--- src/rtl/decode_pkg.sv ---
// Shared constants for the instruction-decode stage: opcodes, ALU codes,
// instruction field positions and the decoded control bundle.
package decode_pkg;

  localparam int OPC_LO  = 26;
  localparam int OPC_W   = 6;
  localparam int RD_LO   = 21;
  localparam int RS1_LO  = 16;
  localparam int RS2_LO  = 11;
  localparam int IMM_LO  = 0;
  localparam int IMM_W   = 16;
  localparam int FUNC_LO = 0;
  localparam int FUNC_W  = 4;

  localparam logic [OPC_W-1:0] OP_NOP   = 6'd0;
  localparam logic [OPC_W-1:0] OP_ALU   = 6'd1;
  localparam logic [OPC_W-1:0] OP_ADDI  = 6'd2;
  localparam logic [OPC_W-1:0] OP_LOAD  = 6'd3;
  localparam logic [OPC_W-1:0] OP_STORE = 6'd4;
  localparam logic [OPC_W-1:0] OP_BEQ   = 6'd5;

  localparam logic [FUNC_W-1:0] ALU_ADD = 4'd0;
  localparam logic [FUNC_W-1:0] ALU_SUB = 4'd1;

  typedef struct packed {
    logic [FUNC_W-1:0] alu_op;
    logic              reg_write;
    logic              mem_read;
    logic              mem_write;
    logic              branch;
    logic              use_imm;
    logic              illegal;
    logic              use_rs1;
    logic              use_rs2;
  } ctrl_t;

endpackage

--- src/rtl/decode_instr_decoder.sv ---
// Pure combinational opcode decoder: control flags plus which source
// registers the instruction actually reads (used by hazard detection).
module instr_decoder
  import decode_pkg::*;
(
  input  logic [OPC_W-1:0]  i_opcode,
  input  logic [FUNC_W-1:0] i_func,
  output ctrl_t             o_ctrl
);

  // opcode to control-flag mapping; unknown opcodes raise illegal only
  always_comb begin
    o_ctrl = '0;
    case (i_opcode)
      OP_NOP: begin
        o_ctrl.alu_op = ALU_ADD;
      end
      OP_ALU: begin
        o_ctrl.alu_op    = i_func;
        o_ctrl.reg_write = 1'b1;
        o_ctrl.use_rs1   = 1'b1;
        o_ctrl.use_rs2   = 1'b1;
      end
      OP_ADDI: begin
        o_ctrl.alu_op    = ALU_ADD;
        o_ctrl.reg_write = 1'b1;
        o_ctrl.use_imm   = 1'b1;
        o_ctrl.use_rs1   = 1'b1;
      end
      OP_LOAD: begin
        o_ctrl.alu_op    = ALU_ADD;
        o_ctrl.reg_write = 1'b1;
        o_ctrl.mem_read  = 1'b1;
        o_ctrl.use_imm   = 1'b1;
        o_ctrl.use_rs1   = 1'b1;
      end
      OP_STORE: begin
        o_ctrl.alu_op    = ALU_ADD;
        o_ctrl.mem_write = 1'b1;
        o_ctrl.use_rs1   = 1'b1;
        o_ctrl.use_rs2   = 1'b1;
      end
      OP_BEQ: begin
        o_ctrl.alu_op  = ALU_SUB;
        o_ctrl.branch  = 1'b1;
        o_ctrl.use_rs1 = 1'b1;
        o_ctrl.use_rs2 = 1'b1;
      end
      default: begin
        o_ctrl.illegal = 1'b1;
      end
    endcase
  end

endmodule

--- src/rtl/decode_stage.sv ---
// Instruction-decode stage: register-file read indices, write-back bypass,
// load-use stall detection, flush handling and the ID/EX pipeline register.
module decode_stage
  import decode_pkg::*;
#(
  parameter int DATA_W = 16,
  parameter int IDX_W  = 5,
  parameter int PC_W   = 16
) (
  input  logic              clk,
  input  logic              reset,
  input  logic              if_valid,
  input  logic [31:0]       if_instr,
  input  logic [PC_W-1:0]   if_pc,
  input  logic              flush,
  output logic              stall,
  output logic [IDX_W-1:0]  read_index_1,
  output logic [IDX_W-1:0]  read_index_2,
  input  logic [DATA_W-1:0] read_data_1,
  input  logic [DATA_W-1:0] read_data_2,
  input  logic              wb_write_enable,
  input  logic [IDX_W-1:0]  wb_write_index,
  input  logic [DATA_W-1:0] wb_write_data,
  output logic              ex_valid,
  output logic [PC_W-1:0]   ex_pc,
  output logic [3:0]        ex_alu_op,
  output logic              ex_reg_write,
  output logic              ex_mem_read,
  output logic              ex_mem_write,
  output logic              ex_branch,
  output logic              ex_use_imm,
  output logic              ex_illegal,
  output logic [IDX_W-1:0]  ex_rd,
  output logic [IDX_W-1:0]  ex_rs1,
  output logic [IDX_W-1:0]  ex_rs2,
  output logic [DATA_W-1:0] ex_op_a,
  output logic [DATA_W-1:0] ex_op_b,
  output logic [DATA_W-1:0] ex_imm
);

  logic [OPC_W-1:0]  w_opcode;
  logic [FUNC_W-1:0] w_func;
  logic [IDX_W-1:0]  w_rd;
  logic [IDX_W-1:0]  w_rs1;
  logic [IDX_W-1:0]  w_rs2;
  logic [DATA_W-1:0] w_imm;
  ctrl_t             w_ctrl;
  logic              w_hazard;
  logic              w_stall;
  logic [DATA_W-1:0] w_op_a;
  logic [DATA_W-1:0] w_op_b;

  logic              r_ex_valid;
  logic [PC_W-1:0]   r_ex_pc;
  logic [3:0]        r_ex_alu_op;
  logic              r_ex_reg_write;
  logic              r_ex_mem_read;
  logic              r_ex_mem_write;
  logic              r_ex_branch;
  logic              r_ex_use_imm;
  logic              r_ex_illegal;
  logic [IDX_W-1:0]  r_ex_rd;
  logic [IDX_W-1:0]  r_ex_rs1;
  logic [IDX_W-1:0]  r_ex_rs2;
  logic [DATA_W-1:0] r_ex_op_a;
  logic [DATA_W-1:0] r_ex_op_b;
  logic [DATA_W-1:0] r_ex_imm;

  assign w_opcode = if_instr[OPC_LO +: OPC_W];
  assign w_func   = if_instr[FUNC_LO +: FUNC_W];
  assign w_rd     = if_instr[RD_LO +: IDX_W];
  assign w_rs1    = if_instr[RS1_LO +: IDX_W];
  assign w_rs2    = if_instr[RS2_LO +: IDX_W];
  assign w_imm    = DATA_W'(if_instr[IMM_LO +: IMM_W]);

  assign read_index_1 = w_rs1;
  assign read_index_2 = w_rs2;

  instr_decoder u_instr_decoder (
    .i_opcode (w_opcode),
    .i_func   (w_func),
    .o_ctrl   (w_ctrl)
  );

  // load in EX whose destination is a source this instruction really reads
  always_comb begin
    w_hazard = if_valid & r_ex_valid & r_ex_mem_read &
               ((w_ctrl.use_rs1 & (r_ex_rd == w_rs1)) |
                (w_ctrl.use_rs2 & (r_ex_rd == w_rs2)));
    w_stall  = w_hazard & ~flush;
  end

  assign stall = w_stall;

  // the register file writes at this edge, so forward the write-back value
  always_comb begin
    if (wb_write_enable && (wb_write_index == w_rs1)) begin
      w_op_a = wb_write_data;
    end else begin
      w_op_a = read_data_1;
    end
    if (wb_write_enable && (wb_write_index == w_rs2)) begin
      w_op_b = wb_write_data;
    end else begin
      w_op_b = read_data_2;
    end
  end

  // ID/EX register: reset > flush > stall bubble > decoded bundle
  always_ff @(posedge clk) begin
    if (reset) begin
      r_ex_valid     <= 1'b0;
      r_ex_pc        <= '0;
      r_ex_alu_op    <= 4'd0;
      r_ex_reg_write <= 1'b0;
      r_ex_mem_read  <= 1'b0;
      r_ex_mem_write <= 1'b0;
      r_ex_branch    <= 1'b0;
      r_ex_use_imm   <= 1'b0;
      r_ex_illegal   <= 1'b0;
      r_ex_rd        <= '0;
      r_ex_rs1       <= '0;
      r_ex_rs2       <= '0;
      r_ex_op_a      <= '0;
      r_ex_op_b      <= '0;
      r_ex_imm       <= '0;
    end else if (flush || w_stall) begin
      r_ex_valid     <= 1'b0;
      r_ex_reg_write <= 1'b0;
      r_ex_mem_read  <= 1'b0;
      r_ex_mem_write <= 1'b0;
      r_ex_branch    <= 1'b0;
      r_ex_use_imm   <= 1'b0;
      r_ex_illegal   <= 1'b0;
    end else begin
      r_ex_valid     <= if_valid;
      r_ex_reg_write <= if_valid & w_ctrl.reg_write;
      r_ex_mem_read  <= if_valid & w_ctrl.mem_read;
      r_ex_mem_write <= if_valid & w_ctrl.mem_write;
      r_ex_branch    <= if_valid & w_ctrl.branch;
      r_ex_use_imm   <= if_valid & w_ctrl.use_imm;
      r_ex_illegal   <= if_valid & w_ctrl.illegal;
      r_ex_pc        <= if_pc;
      r_ex_alu_op    <= w_ctrl.alu_op;
      r_ex_rd        <= w_rd;
      r_ex_rs1       <= w_rs1;
      r_ex_rs2       <= w_rs2;
      r_ex_op_a      <= w_op_a;
      r_ex_op_b      <= w_op_b;
      r_ex_imm       <= w_imm;
    end
  end

  assign ex_valid     = r_ex_valid;
  assign ex_pc        = r_ex_pc;
  assign ex_alu_op    = r_ex_alu_op;
  assign ex_reg_write = r_ex_reg_write;
  assign ex_mem_read  = r_ex_mem_read;
  assign ex_mem_write = r_ex_mem_write;
  assign ex_branch    = r_ex_branch;
  assign ex_use_imm   = r_ex_use_imm;
  assign ex_illegal   = r_ex_illegal;
  assign ex_rd        = r_ex_rd;
  assign ex_rs1       = r_ex_rs1;
  assign ex_rs2       = r_ex_rs2;
  assign ex_op_a      = r_ex_op_a;
  assign ex_op_b      = r_ex_op_b;
  assign ex_imm       = r_ex_imm;

endmodule
--- config.mk ---
export PLATFORM = sky130hd
export DESIGN_NAME = decode_stage
export DESIGN_NICKNAME = d
export VERILOG_FILES = /design/src/rtl/decode_pkg.sv /design/src/rtl/decode_instr_decoder.sv /design/src/rtl/decode_stage.sv
export SDC_FILE = /design/constraint.sdc
export NUM_CORES = 1
export LEC_CHECK = 0
export CORE_ASPECT_RATIO = 0.9
export CORE_UTILIZATION = 37
export CTS_CLUSTER_DIAMETER = 120
export DETAILED_ROUTE_END_ITERATION = 12
export PLACE_DENSITY = 0.77
export SLEW_MARGIN = 30
export SYNTH_ARGS = -nofsm -noshare
export SYNTH_HDL_FRONTEND = slang
export SYNTH_HIERARCHICAL = 1
export SYNTH_SLANG_ARGS = --single-unit
--- constraint.sdc ---
create_clock -name clk -period 2.12 [get_ports clk]
set_input_delay 0.318 -clock clk [delete_from_list [all_inputs] [get_ports clk]]
set_output_delay 0.318 -clock clk [all_outputs]
set_load 0.02 [all_outputs]
==> impl_results.md <==
* Core area at 10900 sq um
* Final Non-Filler Cells at 815
* Cell total after placement at around 790
* Synth cell types at 32
* Final slew viol count at 0
* Synth warn at 6
* H-tree levels at 3
* Clock sink total at between 80 and 90
* Worst R2R Path Depth at 7
* Largest delay share family, worst path: buffers and inverters
* Layout area overhead at 67.8%
* Asr flop ratio synth at 0%
* Total global routing overflow at 0
* CTS Buf Count at 9
* Number of I/O pins at 207
* Leading area contributor after synthesis: dfxtp_1
* Hold Violations, Final at 0
* Power per standard cell area at slightly below 600 nW/um^2
* Std-Cell Rows at 36
* Max-slew headroom at the worst pin at 55.4%
* Critical path class: input port to primary output
* Routed Antenna Nets at 0
* Clock Path Buffers at 2
* Hold-fix buffers, CTS at 0
* Initial antenna violation count at 0
* Die X at between 100 and 150 microns
* Largest net degree at the start of global routing at 51
* Layout Nets at 764
* Syn_nets at between 500 and 600
* Crit start category: input port
* Worst setup margin at -0.0827 ns
* Die Y at between 100 and 150 microns
* Setup TNS at -0.0827 ns
* Sequential share of the synthesized area at 40.3%
* Worst skew pair latency at 0.33 ns
* Max cap viols at 0
* CP Buf/Inv Count at 2
* First-pass GRT wire length at 23900 microns
* Residual DRC at 0
* Antenna diode count at 0
* CP arrival at 1.88 ns
* Iter 0 DRT Violations at 235
* Reg clk slew, reported paths at 0.06 ns
* Worst-path fanout max at 2
* Worst Path Required at 1.80 ns
* Final worst-path cycle share at 104%
* Crit-path cells: clkdlybuf4s50_1, xnor2_1, nand4_1, or4_4, a21oi_4, buf_6
* Wirelength per Cell at 18.8 microns
* Detailed Route WL at 15300 microns
* CTS tree: built
* IO Port Bufs at approximately 200
* Most frequent cell after synthesis: dfxtp_1
* Initial Util at 38.6%
* Hold WC Path Type: register to register
* Crit-path max cell delay at 0.51 ns
* Static Leak at 0.00290 uW
* Total track usage at between 20% and 30%
* Seq cells post-synth at 85
* Hold-critical path depth at 2
* Root Driver: clkbuf_16
* Clock Skew at 0.00834 ns
* Total number of vias at 4592
* Post-synth EDFFs at 0
* DP HPWL at about 11000 microns
* Main flop type after synthesis: dfxtp_1
* CP endpoint kind: primary output
* Minimum clock period at 2.20 ns
* Post-synth top area share at 40.3%
* Final Wtd Congestion at 0.805
* DIE AREA at 11800 sq um
* Area contributors post-synth: dfxtp_1 (40%), o31ai_1 (8.2%), mux2i_1 (7.6%), nand4_1 (7.1%), a211oi_1 (5.9%)
* RSZ-0062 raised after global routing: yes
* Avg Inst Size Synth at 9.24 sq um
* Critical path's slowest cell: clkdlybuf4s50_1
* Status: finished, violations left
* Worst slew pin tran at 0.669 ns
* Vias in the first global route at 4690
* Share of cells above drive strength 1 at roughly 16%
* Failing checks: negative setup slack
* First-pass DRT Iterations at 5
* Final setup violation count at 1
* Vias per cell at 5.63
* Critical path depth in cells at 6
* Synth Instances at 457
* Peak VDD IR at 335 uV
* F_max at 454 MHz
* Netlist Area Pre-Place at 4220 sq um
* Most frequent cells after synthesis: dfxtp_1 (85), nand4_1 (48), a21oi_1 (47), o31ai_1 (46), a211oi_1 (33)
-- registers in the layout, summed over array words and instances, names as in the netlist, 4 cells and up --
name	cells
ex_op_b	16
ex_imm	11
ex_rd	5
ex_alu_op	4
ex_pc	16
ex_rs2	5
ex_rs1	5
ex_op_a	16
-- stage by stage --
stage                     setup slack, ns  instance area, sq um  total power, uW  utilization [%]  hold slack [ns]
final                             -0.0827                  7090             4180             64.7            0.469
after floorplan                    -0.207                  4250             2160                -            0.468
after global placement             -0.701                  6650             2680             60.8            0.455
after detailed placement           -0.713                  6650             2700             60.8            0.461
after global routing               -0.159                  7090             4350             64.7            0.492
after CTS                          -0.206                  7010             4210             64.0            0.470
-- layout by cell type (no fill, tap or decap), types with 4 or more instances in the layout --
cell type        Yosys  final
mux2i_1             32     32
buf_4               15     44
and4b_1              6      6
a211oi_2             1      4
inv_1                5      5
nand4_1             48     48
a21oi_1             47     46
dfxtp_1             85     85
dlygate4sd2_1        0      6
xor2_1              12     12
a211oi_1            33     30
clkbuf_16            0     10
xnor2_1              8      7
clkdlybuf4s50_1      0    193
buf_12               0     13
o31ai_1             46     46
a31oi_1             32     27
nor3_1               5      4
buf_2               22      4
-- worst paths after layout --
path	startpoint	endpoint	slack, ns
max	if_instr[17]	stall	-0.08
max reg2reg	ex_rd[1]	ex_op_b[9]	0.20
min reg2reg	ex_imm[9]	ex_imm[9]	0.47
min	ex_imm[9]	ex_imm[9]	0.47
-- metal layers --
layer / wire (microns) / GRT usage, % / vias up
li1: - / - / 2163
met1: 6440 / 31.3 / 2211
met2: 7570 / 44.9 / 189
met3: 935 / 4.84 / 29
met4: 408 / 10.5 / 0
met5: 0 / 0 / -
-- tightest hold or removal path, cell delays in order (launching register included) --
cell and delay [ns]:
dfxtp_1 0.31, o31ai_1 0.06, a21oi_1 0.06
-- what timing repair did --
item / CTS / global route
resized for setup: 24 / 7
hold endpoints to repair: 0 / 0
pin swaps: 9 / 4
buffers inserted: 3 / 1
setup endpoints to repair: 86 / 72
cloned: 0 / 1
-- area by class of cell --
| cell class | instances | area, sq um |
|---|---|---|
| Clock buffer | 11 | 243 |
| Clock inverter | 5 | 41.3 |
| Fill cell | 914 | 3860 |
| Inverter | 6 | 22.5 |
| Multi-Input combinational cell | 292 | 2230 |
| Sequential cell | 85 | 1700 |
| Tap cell | 152 | 190 |
| Timing Repair Buffer | 264 | 2660 |
-- where the power goes --
part           switching [uW]  internal (uW)  leakage, uW
clock                     665            840     0.000133
sequential               57.6           1690     0.000701
combinational             435            501      0.00207
total                    1160           3030      0.00290
-- kinds of logic after synthesis --
kind of cell | count (synthesis) | share of synthesized area, %
AOI/OAI and AO/OA | 160 | 24.8
xor gates and xnor gates | 20 | 4.15
buffers and inverters | 80 | 9.99
DFF | 85 | 40.3
muxes | 32 | 7.59
and+or+nand+nor | 80 | 13.1
No activity file was read; power rests on OpenSTA's default activity.
